### src/rtl/rs_forney_eval.sv
// rs_forney_eval: Forney error-value evaluator for the Reed-Solomon decoder.
// Takes the error-locator polynomial, the error-evaluator polynomial and the
// Chien location list in one bundle. It then produces one error magnitude per
// location slot, one slot per cycle, and holds the result until it is taken.
//
// Ports:
//   clk, rst             clock, asynchronous active-high reset
//   in_valid/in_ready    input bundle handshake (lambda, omega, err_loc)
//   lambda               L0..LT, Li at [i*SYM_BW +: SYM_BW]
//   omega                W0..W(T-1), same packing
//   err_loc              location per slot, all-ones = empty slot
//   out_valid/out_ready  result handshake
//   err_val              error magnitude per slot
//   err_loc_out          slot locations forwarded from the input
//   err_cnt              number of non-empty slots
//   err_fail             at least one slot failed its check
module rs_forney_eval #(
  parameter int               SYM_BW    = 8,
  parameter int               T         = 4,
  parameter int               N_NUM     = 16,
  parameter logic [SYM_BW:0]  PRIM_POLY = 9'h11D,
  parameter int               FCR       = 1,
  parameter int               CNT_BW    = $clog2(T+1)
) (
  input  logic                    clk,
  input  logic                    rst,
  input  logic                    in_valid,
  output logic                    in_ready,
  input  logic [SYM_BW*(T+1)-1:0] lambda,
  input  logic [SYM_BW*T-1:0]     omega,
  input  logic [SYM_BW*T-1:0]     err_loc,
  output logic                    out_valid,
  input  logic                    out_ready,
  output logic [SYM_BW*T-1:0]     err_val,
  output logic [SYM_BW*T-1:0]     err_loc_out,
  output logic [CNT_BW-1:0]       err_cnt,
  output logic                    err_fail
);

  typedef logic [SYM_BW-1:0] sym_t;
  typedef enum logic [1:0] {IDLE, CALC, DONE} state_t;

  localparam int   Q     = (1 << SYM_BW) - 1;
  localparam int   KW    = (T > 1) ? $clog2(T) : 1;
  localparam sym_t ONES  = '1;
  localparam sym_t ALPHA = sym_t'(2);
  // Exponent (1-FCR) mod (2^m-1), folded to a constant.
  localparam sym_t EXP_X = sym_t'((((1 - FCR) % Q) + Q) % Q);

  // Shift-and-add multiply with reduction by the primitive polynomial.
  function automatic sym_t gf_mul(input sym_t a, input sym_t b);
    sym_t r, s;
    r = '0;
    s = a;
    for (int i = 0; i < SYM_BW; i++) begin
      if (b[i]) r ^= s;
      s = {s[SYM_BW-2:0], 1'b0} ^ (s[SYM_BW-1] ? PRIM_POLY[SYM_BW-1:0] : '0);
    end
    return r;
  endfunction

  // Square-and-multiply exponentiation; e is any SYM_BW-bit exponent.
  function automatic sym_t gf_pow(input sym_t base, input sym_t e);
    sym_t r, b;
    r = sym_t'(1);
    b = base;
    for (int i = 0; i < SYM_BW; i++) begin
      if (e[i]) r = gf_mul(r, b);
      b = gf_mul(b, b);
    end
    return r;
  endfunction

  state_t             state_q, state_d;
  logic   [KW-1:0]    k_q;
  sym_t   [T:0]       lam_q;
  sym_t   [T-1:0]     om_q, loc_q, val_acc, val_nxt;
  logic   [CNT_BW-1:0] cnt_acc, cnt_nxt;
  logic               fail_acc, fail_nxt;
  logic               last_slot;

  sym_t p, x, y, y2, l, d, w, slot_val;
  logic slot_fail, slot_cnt;

  assign last_slot = (k_q == KW'(T - 1));

  // Per-slot evaluation for the slot addressed by k_q.
  always_comb begin
    p         = loc_q[k_q];
    slot_val  = '0;
    slot_fail = 1'b0;
    slot_cnt  = 1'b0;
    // alpha^(2^m-1-p); for p=0 this is alpha^(2^m-1) = 1, same as alpha^0.
    y  = gf_pow(ALPHA, ONES - p);
    x  = gf_pow(ALPHA, p);
    y2 = gf_mul(y, y);
    l  = '0;
    for (int i = T; i >= 0; i--) l = gf_mul(l, y) ^ lam_q[i];
    w  = '0;
    for (int i = T - 1; i >= 0; i--) w = gf_mul(w, y) ^ om_q[i];
    // Formal derivative in characteristic 2 keeps only odd terms: Horner in Y^2.
    d  = '0;
    for (int i = T; i >= 1; i--)
      if ((i % 2) == 1) d = gf_mul(d, y2) ^ lam_q[i];
    if (p == ONES) begin
      slot_cnt = 1'b0;
    end else if (int'(p) >= N_NUM) begin
      slot_cnt  = 1'b1;
      slot_fail = 1'b1;
    end else begin
      slot_cnt = 1'b1;
      if (l != '0 || d == '0) slot_fail = 1'b1;
      else slot_val = gf_mul(gf_mul(gf_pow(x, EXP_X), w), gf_pow(d, ONES - sym_t'(1)));
    end
  end

  always_comb begin
    val_nxt      = val_acc;
    val_nxt[k_q] = slot_val;
    cnt_nxt      = cnt_acc + CNT_BW'(slot_cnt);
    fail_nxt     = fail_acc | slot_fail;
  end

  // FSM: next state and handshake outputs.
  always_comb begin
    state_d   = state_q;
    in_ready  = 1'b0;
    out_valid = 1'b0;
    case (state_q)
      IDLE: begin
        in_ready = !rst;
        if (in_valid) state_d = CALC;
      end
      CALC: if (last_slot) state_d = DONE;
      DONE: begin
        out_valid = 1'b1;
        if (out_ready) state_d = IDLE;
      end
      default: state_d = IDLE;
    endcase
  end

  always_ff @(posedge clk or posedge rst) begin
    if (rst) state_q <= IDLE;
    else     state_q <= state_d;
  end

  always_ff @(posedge clk or posedge rst) begin
    if (rst) begin
      k_q         <= '0;
      lam_q       <= '0;
      om_q        <= '0;
      loc_q       <= '1;
      val_acc     <= '0;
      cnt_acc     <= '0;
      fail_acc    <= 1'b0;
      err_val     <= '0;
      err_loc_out <= '1;
      err_cnt     <= '0;
      err_fail    <= 1'b0;
    end else begin
      case (state_q)
        IDLE: if (in_valid) begin
          lam_q    <= lambda;
          om_q     <= omega;
          loc_q    <= err_loc;
          val_acc  <= '0;
          cnt_acc  <= '0;
          fail_acc <= 1'b0;
          k_q      <= '0;
        end
        CALC: begin
          val_acc  <= val_nxt;
          cnt_acc  <= cnt_nxt;
          fail_acc <= fail_nxt;
          k_q      <= k_q + KW'(1);
          if (last_slot) begin
            err_val     <= val_nxt;
            err_loc_out <= loc_q;
            err_cnt     <= cnt_nxt;
            err_fail    <= fail_nxt;
          end
        end
        default: ;
      endcase
    end
  end

endmodule

### config.mk
export PLATFORM = sky130hd
export DESIGN_NAME = rs_forney_eval
export DESIGN_NICKNAME = d
export VERILOG_FILES = /design/src/rtl/rs_forney_eval.sv
export SDC_FILE = /design/constraint.sdc
export NUM_CORES = 2
export LEC_CHECK = 0
export BUFFER_PORTS_ARGS = -buffer_cell sky130_fd_sc_hd__buf_2
export CORE_MARGIN = 4
export CORE_UTILIZATION = 35
export DETAILED_ROUTE_END_ITERATION = 8
export SLEW_MARGIN = 40
export SYNTH_ARGS = -nofsm -noshare
export SYNTH_HDL_FRONTEND = slang
export SYNTH_SLANG_ARGS = --single-unit
### constraint.sdc
create_clock -name clk -period 27.8 [get_ports clk]
set_input_delay 1.39 -clock clk [delete_from_list [all_inputs] [get_ports clk]]
set_output_delay 1.39 -clock clk [all_outputs]
set_load 0.05 [all_outputs]
==> results_dict.tcl <==
set metrics [dict create \
    postCtsHoldBufs 0 \
    finalSetupTns_ns 0 \
    cts_resized 0 \
    r2r_cells 68 \
    htreeDepth 1 \
    async_flop_share_pct 100 \
    tightestPinTransition_ns 0.901 \
    rr_startpoint "k_q[1]" \
    antenna_found_initial 13 \
    grt-busiest-layer "met2" \
    clkLatencyLatePin_ns 0.60 \
    synthCells 4960 \
    mappedNetlistNets 5088 \
    cts.clk_slew.worst_paths_ns 0.06 \
    final_common_cell "nand2_1" \
    clock-skew-final_ns 0.0332 \
    path_common_cell "xnor3_1" \
    drt_first_pass_iters 6 \
    final_hold_viol_count 0 \
    grtUsageMet1_pct 32.1 \
    critPathMaxFanout 45 \
    worstSetupEndpointType "flip-flop" \
    synth_top_cell_area_share_pct 18.3 \
    place_congestion 1.03 \
    synthToLayoutAreaGrowth_pct 7.84 \
    grt_setup_unrepaired "false" \
    max_freq_mhz 38.9 \
    drtAntennaViolNets 0 \
    max_slew_margin_pct 39.5 \
    max_cap_violations 0 \
    cts_root_buf "clkbuf_16" \
    path_buf_inv 5 \
    dieArea_um2 114000 \
    use_met3_pct 2.98 \
    min-delay-start "err_loc_out[26]" \
    status "finished clean" \
    coreArea_um2 107000 \
    synth-edff-count 0 \
    drive_gt1_share_pct 12.2 \
    synth.area.top_cells "xnor2_1, dfrtp_1, xnor3_1" \
    numCtsBuffers 25 \
    ff_latch_area_um2 5190 \
    ys_ff_latch 204 \
    yosys_warnings 0 \
    critPathArrivalTime_ns 26.25 \
    timing.final.ws_setup_ns 2.09 \
    grt_max_degree 86 \
    cts_sinks 204 \
    setup_viol 0 \
    fin_crit_sh_pct 92.5 \
    grt_usage_pct 22.2 \
    grt_pass1_vias 33780 \
    reg2reg_slack_ns 2.09 \
    grt_pass1_wl_um 203000 \
    drc_errors 0 \
    start_util_pct 35.3 \
    hpwl_um 92200 \
    via_per_inst 5.62 \
    final_util_pct 38.1 \
    hp-class "reg -> reg" \
    port_buffers 177 \
    ys_seq_area_share_pct 13.7 \
    slowest_delay_ns 0.81 \
    wirelength_um 131000 \
    num_rows 120 \
    drtIter0Drc 3329 \
    die_y_um 337 \
    cts_tree "yes" \
    vias 35566 \
    startpoint_type "flip-flop" \
    yosys.area.top_type "xnor2_1" \
    crit_required_ns 28.33 \
    min_path_cells 2 \
    ioPinCount 178 \
    wl_per_cell_um 20.6 \
    n_fill_cell 11113 \
    path_class "reg -> reg" \
    avgSynthCellArea_um2 7.64 \
    synth_ff_type "dfrtp_1" \
    syn_area_um2 37900 \
    fin_area_um2 40900 \
    place_ws_ns 2.22 \
    reg2reg_to "err_val[21]" \
    synth_cell_types 131 \
    whs_endpoint "err_loc_out[26]" \
    multi_input_area_um2 31100 \
    cts_max_path_buffers 3 \
    crit_family "XOR/XNOR gates" \
    placed_cell_area_um2 39900 \
    layout.nets 5028 \
    maxSlewViolCount 0 \
    crit_slowest_cell "xnor3_1" \
    overflow 0 \
    die-width_um 337 \
    final_cell_mix "nand2_1, xnor2_1, nor2_1" \
    period_needed_ns 25.71 \
    postCtsSetupRepairBufs 0 \
    grt.met2_usage_pct 34.5 \
]
[synthesized netlist by cell type (all sizes together) (19+ instances only)]
cell,n
nor2,642
xor3,25
a22o,20
nand3,83
a22oi,36
o211ai,26
and2,34
a21oi,258
xnor2,819
a31oi,24
o221ai,21
xor2,267
nand2b,57
or2,24
a211oi,36
nand2,826
clkbuf,222
mux2,19
a311oi,19
nor3,91
xnor3,167
a221oi,27
buf,152
mux2i,88
nor4,26
dfrtp,140
o21ai,222
nand4,19
inv,60
a32oi,24
dfstp,64
nor2b,45
ha,20
o22ai,79
[state kept, by name, summed over array words and instances (netlist names)]
register     count
err_loc_out     32
om_q            32
loc_q           32
cnt_acc          3
err_val         32
lam_q           40
err_fail         1
k_q              2
val_acc         24
err_cnt          3
state_q          2
fail_acc         1
[worst max-delay path by stage]
stage / startpoint / endpoint / slack [ns] / cells past startpoint
final: k_q[1] / err_val[21] / 2.09 / 68
after global routing: k_q[1] / err_val[0] / 0.63 / 74
after CTS: k_q[1] / err_val[21] / 2.09 / 67
after detailed placement: k_q[1] / err_val[13] / 2.22 / 67
after global placement: k_q[1] / err_val[0] / 2.03 / 68
after floorplan: k_q[1] / err_val[0] / 3.60 / 93
[stage by stage]
step | hold slack, ns | std cells
after CTS | 0.456 | 6322
after global routing | 0.468 | 6322
after detailed placement | 0.446 | 6276
after floorplan | 0.440 | 4960
after global placement | 0.446 | 6272
final | 0.453 | 6326
[cell type report]
type / count / area share [%]
diodes: 4 / 0.0245
clock buffers: 35 / 1.67
clock inverters: 11 / 0.282
repair buffers: 287 / 4.25
flip-flops and latches: 204 / 12.7
multi-input cells: 4311 / 76.1
inverters: 71 / 0.676
well taps: 1403 / 4.29
[per-layer routing]
| metal | share of wire (%) | vias to the layer above | routed length, um |
|---|---|---|---|
| met2 | 44 | 1476 | 57100 |
| met1 | 46 | 17107 | 60000 |
| met4 | 2.9 | 10 | 3730 |
| met5 | 0.050 | - | 65 |
| li1 | - | 16754 | - |
| met3 | 7.5 | 219 | 9790 |
[kinds of logic (layout without fill, tap and decap cells)]
logic type | after synthesis | after routing | share of synthesized area, %
xor+xnor | 1278 | 1278 | 37.6
simple gates | 1937 | 1937 | 22.4
mux | 115 | 115 | 3.44
fa+ha+maj | 21 | 21 | 0.687
compound gates | 960 | 960 | 16.8
other cells | 0 | 4 | 0
buf+inv | 445 | 404 | 5.37
flops | 204 | 204 | 13.7
[worst reg2reg max path, delay by kind of cell, from the launching register on]
kind                       cells  cell delay (ns)
AOI/OAI and AO/OA             14             3.82
xor gates and xnor gates      32            14.50
adders and majority gates      3             1.56
buffers and inverters          5             1.35
DFF                            1             0.74
muxes                          3             1.23
and+or+nand+nor               11             2.43
Power is left out: the tool's default activity adds up to more than one toggle a clock period on the data nets, which glitch-free logic cannot reach.
